[config.mk]
export PLATFORM = sky130hd
export DESIGN_NAME = mem_wb_skid_stage
export DESIGN_NICKNAME = d
export VERILOG_FILES = /design/src/rtl/mem_wb_skid_stage_pkg.sv /design/src/rtl/mem_wb_skid_stage_skid_buf.sv /design/src/rtl/mem_wb_skid_stage.sv
export SDC_FILE = /design/constraint.sdc
export NUM_CORES = 1
export LEC_CHECK = 0
export ABC_AREA = 1
export CAP_MARGIN = 20
export CORE_ASPECT_RATIO = 0.7
export CORE_MARGIN = 4
export CORE_UTILIZATION = 30
export DETAILED_ROUTE_END_ITERATION = 12
export DONT_BUFFER_PORTS = 1
export GPL_TIMING_DRIVEN = 0
export PLACE_DENSITY = 0.47
export SETUP_SLACK_MARGIN = 0.3
export SKIP_CTS_REPAIR_TIMING = 1
export SLEW_MARGIN = 20
export SYNTH_ARGS = -nofsm -noshare
export SYNTH_HDL_FRONTEND = slang
export SYNTH_SLANG_ARGS = --single-unit
[constraint.sdc]
create_clock -name clk -period 3.6 [get_ports clk]
set_clock_uncertainty 0.2 [all_clocks]
set_input_delay 0.36 -clock clk [delete_from_list [all_inputs] [get_ports clk]]
set_output_delay 0.36 -clock clk [all_outputs]
set_load 0.01 [all_outputs]
[src/rtl/mem_wb_skid_stage_pkg.sv]
// Shared MEM->WB definitions: default widths and the writeback control bundle
// reused by the pipeline-stage registers.
package mem_wb_skid_stage_pkg;

  localparam int WB_DATA_W     = 16;
  localparam int WB_REG_ADDR_W = 5;

  typedef struct packed {
    logic                     reg_write;
    logic                     mem_to_reg;
    logic [WB_REG_ADDR_W-1:0] write_reg;
  } wb_ctrl_t;

endpackage

[src/rtl/mem_wb_skid_stage_skid_buf.sv]
// Generic valid/ready/flush pipeline register of width W.
// Two-entry skid buffer with registered ready, or a single register.
module pipe_skid_buf #(
  parameter int W       = 8,
  parameter bit SKID_EN = 1'b1
) (
  input  logic         clk,
  input  logic         rst,
  input  logic         flush,
  input  logic         up_valid,
  output logic         up_ready,
  input  logic [W-1:0] up_data,
  output logic         dn_valid,
  input  logic         dn_ready,
  output logic [W-1:0] dn_data,
  output logic [1:0]   count
);

  logic head_valid;
  logic skid_valid;
  logic accept;
  logic consume;

  assign dn_valid = head_valid;
  assign accept   = up_valid & up_ready;
  assign consume  = head_valid & dn_ready;
  // skid can only be occupied while head is occupied
  assign count    = {head_valid & skid_valid, head_valid ^ skid_valid};

  generate
    if (SKID_EN) begin : g_skid
      logic [W-1:0] skid_data;

      assign up_ready = ~skid_valid;

      always_ff @(posedge clk or posedge rst) begin
        if (rst) begin
          head_valid <= 1'b0;
          skid_valid <= 1'b0;
          dn_data    <= '0;
          skid_data  <= '0;
        end else if (flush) begin
          head_valid <= 1'b0;
          skid_valid <= 1'b0;
        end else if (skid_valid) begin
          if (consume) begin
            dn_data    <= skid_data;
            skid_valid <= 1'b0;
          end
        end else if (!head_valid || consume) begin
          head_valid <= accept;
          if (accept) dn_data <= up_data;
        end else if (accept) begin
          skid_valid <= 1'b1;
          skid_data  <= up_data;
        end
      end
    end else begin : g_single
      assign skid_valid = 1'b0;
      assign up_ready   = ~head_valid | dn_ready;

      always_ff @(posedge clk or posedge rst) begin
        if (rst) begin
          head_valid <= 1'b0;
          dn_data    <= '0;
        end else if (flush) begin
          head_valid <= 1'b0;
        end else if (up_ready) begin
          head_valid <= up_valid;
          if (accept) dn_data <= up_data;
        end
      end
    end
  endgenerate

endmodule

[src/rtl/mem_wb_skid_stage.sv]
// MEM->WB pipeline stage: buffers the writeback bundle, selects the writeback
// data and qualifies the register-file write enable.
module mem_wb_skid_stage
  import mem_wb_skid_stage_pkg::*;
#(
  parameter int DATA_W      = WB_DATA_W,
  parameter int REG_ADDR_W  = WB_REG_ADDR_W,
  parameter bit SKID_EN     = 1'b1,
  parameter bit ZERO_REG_RO = 1'b1
) (
  input  logic                  clk,
  input  logic                  rst,
  input  logic                  i_valid_M,
  output logic                  o_ready,
  input  logic                  i_flush,
  input  logic                  i_REGWrite_M,
  input  logic                  i_MEMtoReg_M,
  input  logic [REG_ADDR_W-1:0] i_Write_Reg_M,
  input  logic [DATA_W-1:0]     i_DMEM_out,
  input  logic [DATA_W-1:0]     i_ALU_out,
  output logic                  o_valid_W,
  input  logic                  i_ready,
  output logic                  o_REGWrite_W,
  output logic                  o_MEMtoReg_W,
  output logic [REG_ADDR_W-1:0] o_Write_Reg_W,
  output logic [DATA_W-1:0]     o_DMEM_out,
  output logic [DATA_W-1:0]     o_ALU_out,
  output logic [DATA_W-1:0]     o_wb_data,
  output logic                  o_wb_en,
  output logic [1:0]            o_count
);

  localparam int W = $bits(wb_ctrl_t) + 2 * DATA_W;

  wb_ctrl_t          ctrl_m;
  wb_ctrl_t          ctrl_w;
  logic [DATA_W-1:0] dmem_w;
  logic [DATA_W-1:0] alu_w;
  logic [W-1:0]      data_m;
  logic [W-1:0]      data_w;
  logic              head_valid;
  logic              zero_dst;

  assign ctrl_m = '{reg_write: i_REGWrite_M, mem_to_reg: i_MEMtoReg_M, write_reg: i_Write_Reg_M};
  assign data_m = {ctrl_m, i_DMEM_out, i_ALU_out};

  pipe_skid_buf #(
    .W       (W),
    .SKID_EN (SKID_EN)
  ) u_buf (
    .clk      (clk),
    .rst      (rst),
    .flush    (i_flush),
    .up_valid (i_valid_M),
    .up_ready (o_ready),
    .up_data  (data_m),
    .dn_valid (head_valid),
    .dn_ready (i_ready),
    .dn_data  (data_w),
    .count    (o_count)
  );

  assign {ctrl_w, dmem_w, alu_w} = data_w;

  // payload may be stale after a flush, so every head field is masked by valid
  assign o_valid_W     = head_valid;
  assign o_REGWrite_W  = head_valid & ctrl_w.reg_write;
  assign o_MEMtoReg_W  = head_valid & ctrl_w.mem_to_reg;
  assign o_Write_Reg_W = head_valid ? ctrl_w.write_reg : '0;
  assign o_DMEM_out    = head_valid ? dmem_w : '0;
  assign o_ALU_out     = head_valid ? alu_w : '0;
  assign o_wb_data     = o_MEMtoReg_W ? o_DMEM_out : o_ALU_out;

  assign zero_dst = ZERO_REG_RO && (ctrl_w.write_reg == '0);
  assign o_wb_en  = head_valid & i_ready & ~i_flush & ctrl_w.reg_write & ~zero_dst;

endmodule

==> impl_metrics.csv <==
group,metric,value,unit
floorplan,die_h,108,um
setup_path,setup.worst_path.end,"o_wb_data[3]",
yosys,yosysMostFrequentCell,"nand2_1",
placement,place_hpwl,10.5,mm
sta,finalSetupTns,0,ns
drt,drt-total-wl,14.5,mm
yosys,synth_top_area_share,0.469,
finish,num_antenna_cells,0,
clock_network,cts_sinks,80,
yosys,ys_types,19,
yosys,yosys_warnings,0,
setup_path,worstSetupPathType,"flop to primary output",
sta,fmax,0.372,GHz
setup_path,cp.required,3.04,ns
outcome,status,"finished, violations left",
finish,final_util,0.377,
clock_network,tritoncts,"built",
yosys,synth-seq-cells,80,
clock_network,cts-root-buf,"clkbuf_16",
yosys,yosys-top-cells-count,"334 x nand2_1, 80 x dfrtp_1, 43 x inv_1",
global_route,grt_pass1_wl,22.0,mm
setup_path,critical_path.endpoint_type,"primary output",
finish,drive_gt1_frac,0.0690,
floorplan,core-area,13900,sq um
floorplan,die_w,151,um
drt,drc,0,
clock_network,numCtsBuffers,9,
clock_network,htree_levels,3,
yosys,syn_area_per_cell,6.98,sq um
floorplan,initial_utilization,0.307,
floorplan,ios,104,
yosys,async_reset_ff_frac,1.00,
global_route,grt-ovfl-total,0,
drt,drt_pass1_iterations,4,
finish,nets,708,
sta,finalCritPeriodShare,0.747,
setup_path,rrSetupSlack,1.76,ns
yosys,synth_area_leaders,"dfrtp_1 47%, nand2_1 29%, nand4_1 5.7%, nand3_1 4.8%, inv_1 3.8%",
sta,report.final.slew_viol_count,0,
finish,syn2layout_area_growth,22.9,%
flow_run,maxCapViolations,0,
sta,hold_violations,1,
drt,avgViaCountPerCell,4.83,
global_route,grt_pass1_vias,3844,
placement,portBuffers,0,
sta,slew_headroom,0.600,
yosys,yosys_most_used_dff,"dfrtp_1",
setup_path,critPathLaunch,"u_buf.dn_valid",
yosys,syn_nets,657,
global_route,grt_max_degree,53,
sta,setup-violations-final,0,
power_and_ir_drop,ir_drop,251,uV
setup_path,timing.rr.end,"u_buf.g_skid.skid_data[29]",
global_route,grt_usage,0.177,
global_route,grt_antenna_before_repair,0,
floorplan,die_area,16200,sq um
setup_path,start_kind,"flop",
clock_network,clk_latency,0.34,ns
floorplan,std_cell_rows,36,
yosys,yosys.area.top_type,"dfrtp_1",
finish,fin_cells,857,
setup_path,cp.arrival,2.13,ns
worst_hold_path,hold_class,"input port to flop",
sta,period_minus_slack,2.69,ns
yosys,synth_area,4270,sq um
sta,max_slew.worst_pin.slew,0.600,ns
drt,drtAntennaViolNets,0,
clock_network,cts_buffer_depth,2,
power_and_ir_drop,leakage,2.96,nW
power_and_ir_drop,power,2.69,mW
setup_path,path_max_fanout,10,
sta,hold_slack,-0.0161,ns
sta,rsz0062_at_grt,"false",
drt,wl_per_cell,17.0,um
outcome,violations,"negative hold slack",
setup_path,reg2regPathDepth,7,
drt,vias,4143,
clock_network,clk_pin_slew,0.06,ns
power_and_ir_drop,power.density,513,nW/um^2
drt,first_iter_violations,286,
yosys,syn-instance-count,612,
yosys,yosysSeqAreaShare,0.469,
yosys,synth-edff-count,0,
placement,gp_congestion,0.840,
setup_path,r2r-start,"u_buf.dn_valid",
placement,dp.cells,803,
==> layout make-up <==
type                    instances  area, sq um
inverters                      45          174
plain buffers                  45          229
well taps                     190          238
clock inverters                 3         65.1
multi-input cells             442         1870
repair buffers                 40          418
fillers                      1530         8670
clock buffers                  12          256
flip-flops and latches         80         2000
==> critical path, cell delays in order (launching register included) <==
cell and delay (ns):
dfrtp_1 0.46, buf_2 0.23, clkbuf_1 0.40, nand2_1 0.22, o21ai_0 0.48
==> kinds of logic (layout without fill, tap and decap cells) <==
| group | count (synthesis) | count (layout) | synth area share |
|---|---|---|---|
| buffers and inverters | 90 | 145 | 0.0938 |
| flip-flops | 80 | 80 | 0.469 |
| AO/OA/AOI/OAI | 16 | 16 | 0.0188 |
| AND/OR/NAND/NOR | 425 | 425 | 0.416 |
| adder cells (fa/ha/maj) | 1 | 1 | 0.00293 |
==> placed cells by master (no fill, tap or decap) <==
master	netlist	layout
buf_6	4	4
clkinv_2	0	1
nand4_1	39	39
clkbuf_1	22	23
nand3_2	2	2
buf_1	1	1
nor2_1	3	3
dlygate4sd3_1	0	39
buf_16	0	1
inv_1	43	42
clkbuf_16	0	9
o21ai_0	16	16
inv_4	1	2
nand2_2	3	3
bufinv_16	0	2
clkbuf_8	0	2
nand3_1	41	41
nor2_4	1	1
inv_2	1	1
nand2_1	334	334
ha_1	1	1
buf_4	3	3
nor3_1	2	2
dfrtp_1	80	80
buf_2	15	15
==> worst min-delay path by stage <==
| stage | end | slack, ns | depth (start not counted) | from |
|---|---|---|---|---|
| finish | u_buf.g_skid.skid_data[37] | -0.02 | 2 | i_MEMtoReg_M |
| global route | u_buf.g_skid.skid_data[37] | 0.001 | 2 | i_MEMtoReg_M |
| CTS | u_buf.g_skid.skid_data[5] | -0.30 | 1 | rst |
| detailed placement | u_buf.g_skid.skid_data[5] | 0.07 | 1 | rst |
| global placement | u_buf.g_skid.skid_data[18] | 0.25 | 2 | u_buf.g_skid.skid_data[18] |
| floorplan | u_buf.g_skid.skid_data[0] | 0.24 | 2 | u_buf.g_skid.skid_data[0] |
==> power breakdown <==
| part | leakage, nW | internal [mW] | total (mW) | switching, mW |
|---|---|---|---|---|
| Combinational | 1.80 | 0.169 | 0.488 | 0.319 |
| Sequential | 1.01 | 1.09 | 1.20 | 0.110 |
| Clock | 0.159 | 0.641 | 1.01 | 0.371 |
| Total | 2.96 | 1.90 | 2.69 | 0.799 |
==> routing by layer <==
metal | wire [um] | up-vias | track usage
met3 | 1170 | 15 | 0.0631
li1 | - | 2002 | -
met5 | 0 | - | 0
met1 | 6990 | 1990 | 0.258
met4 | 184 | 0 | 0.0440
met2 | 6200 | 136 | 0.249
==> sequential cells by signal (all words and copies together) (netlist names) <==
| name | cells |
|---|---|
| u_buf.dn_data | 39 |
| u_buf.g_skid.skid_data | 39 |
| u_buf.dn_valid | 1 |
| u_buf.skid_valid | 1 |
==> per-stage QoR <==
step	setup WS (ns)	cell area (sq um)
after global routing	0.764	5250
after CTS	0.918	4860
after floorplan	0.988	4270
after detailed placement	1.29	4540
final	0.911	5250
after global placement	-0.173	4510
No activity file was read; power rests on OpenSTA's default activity.
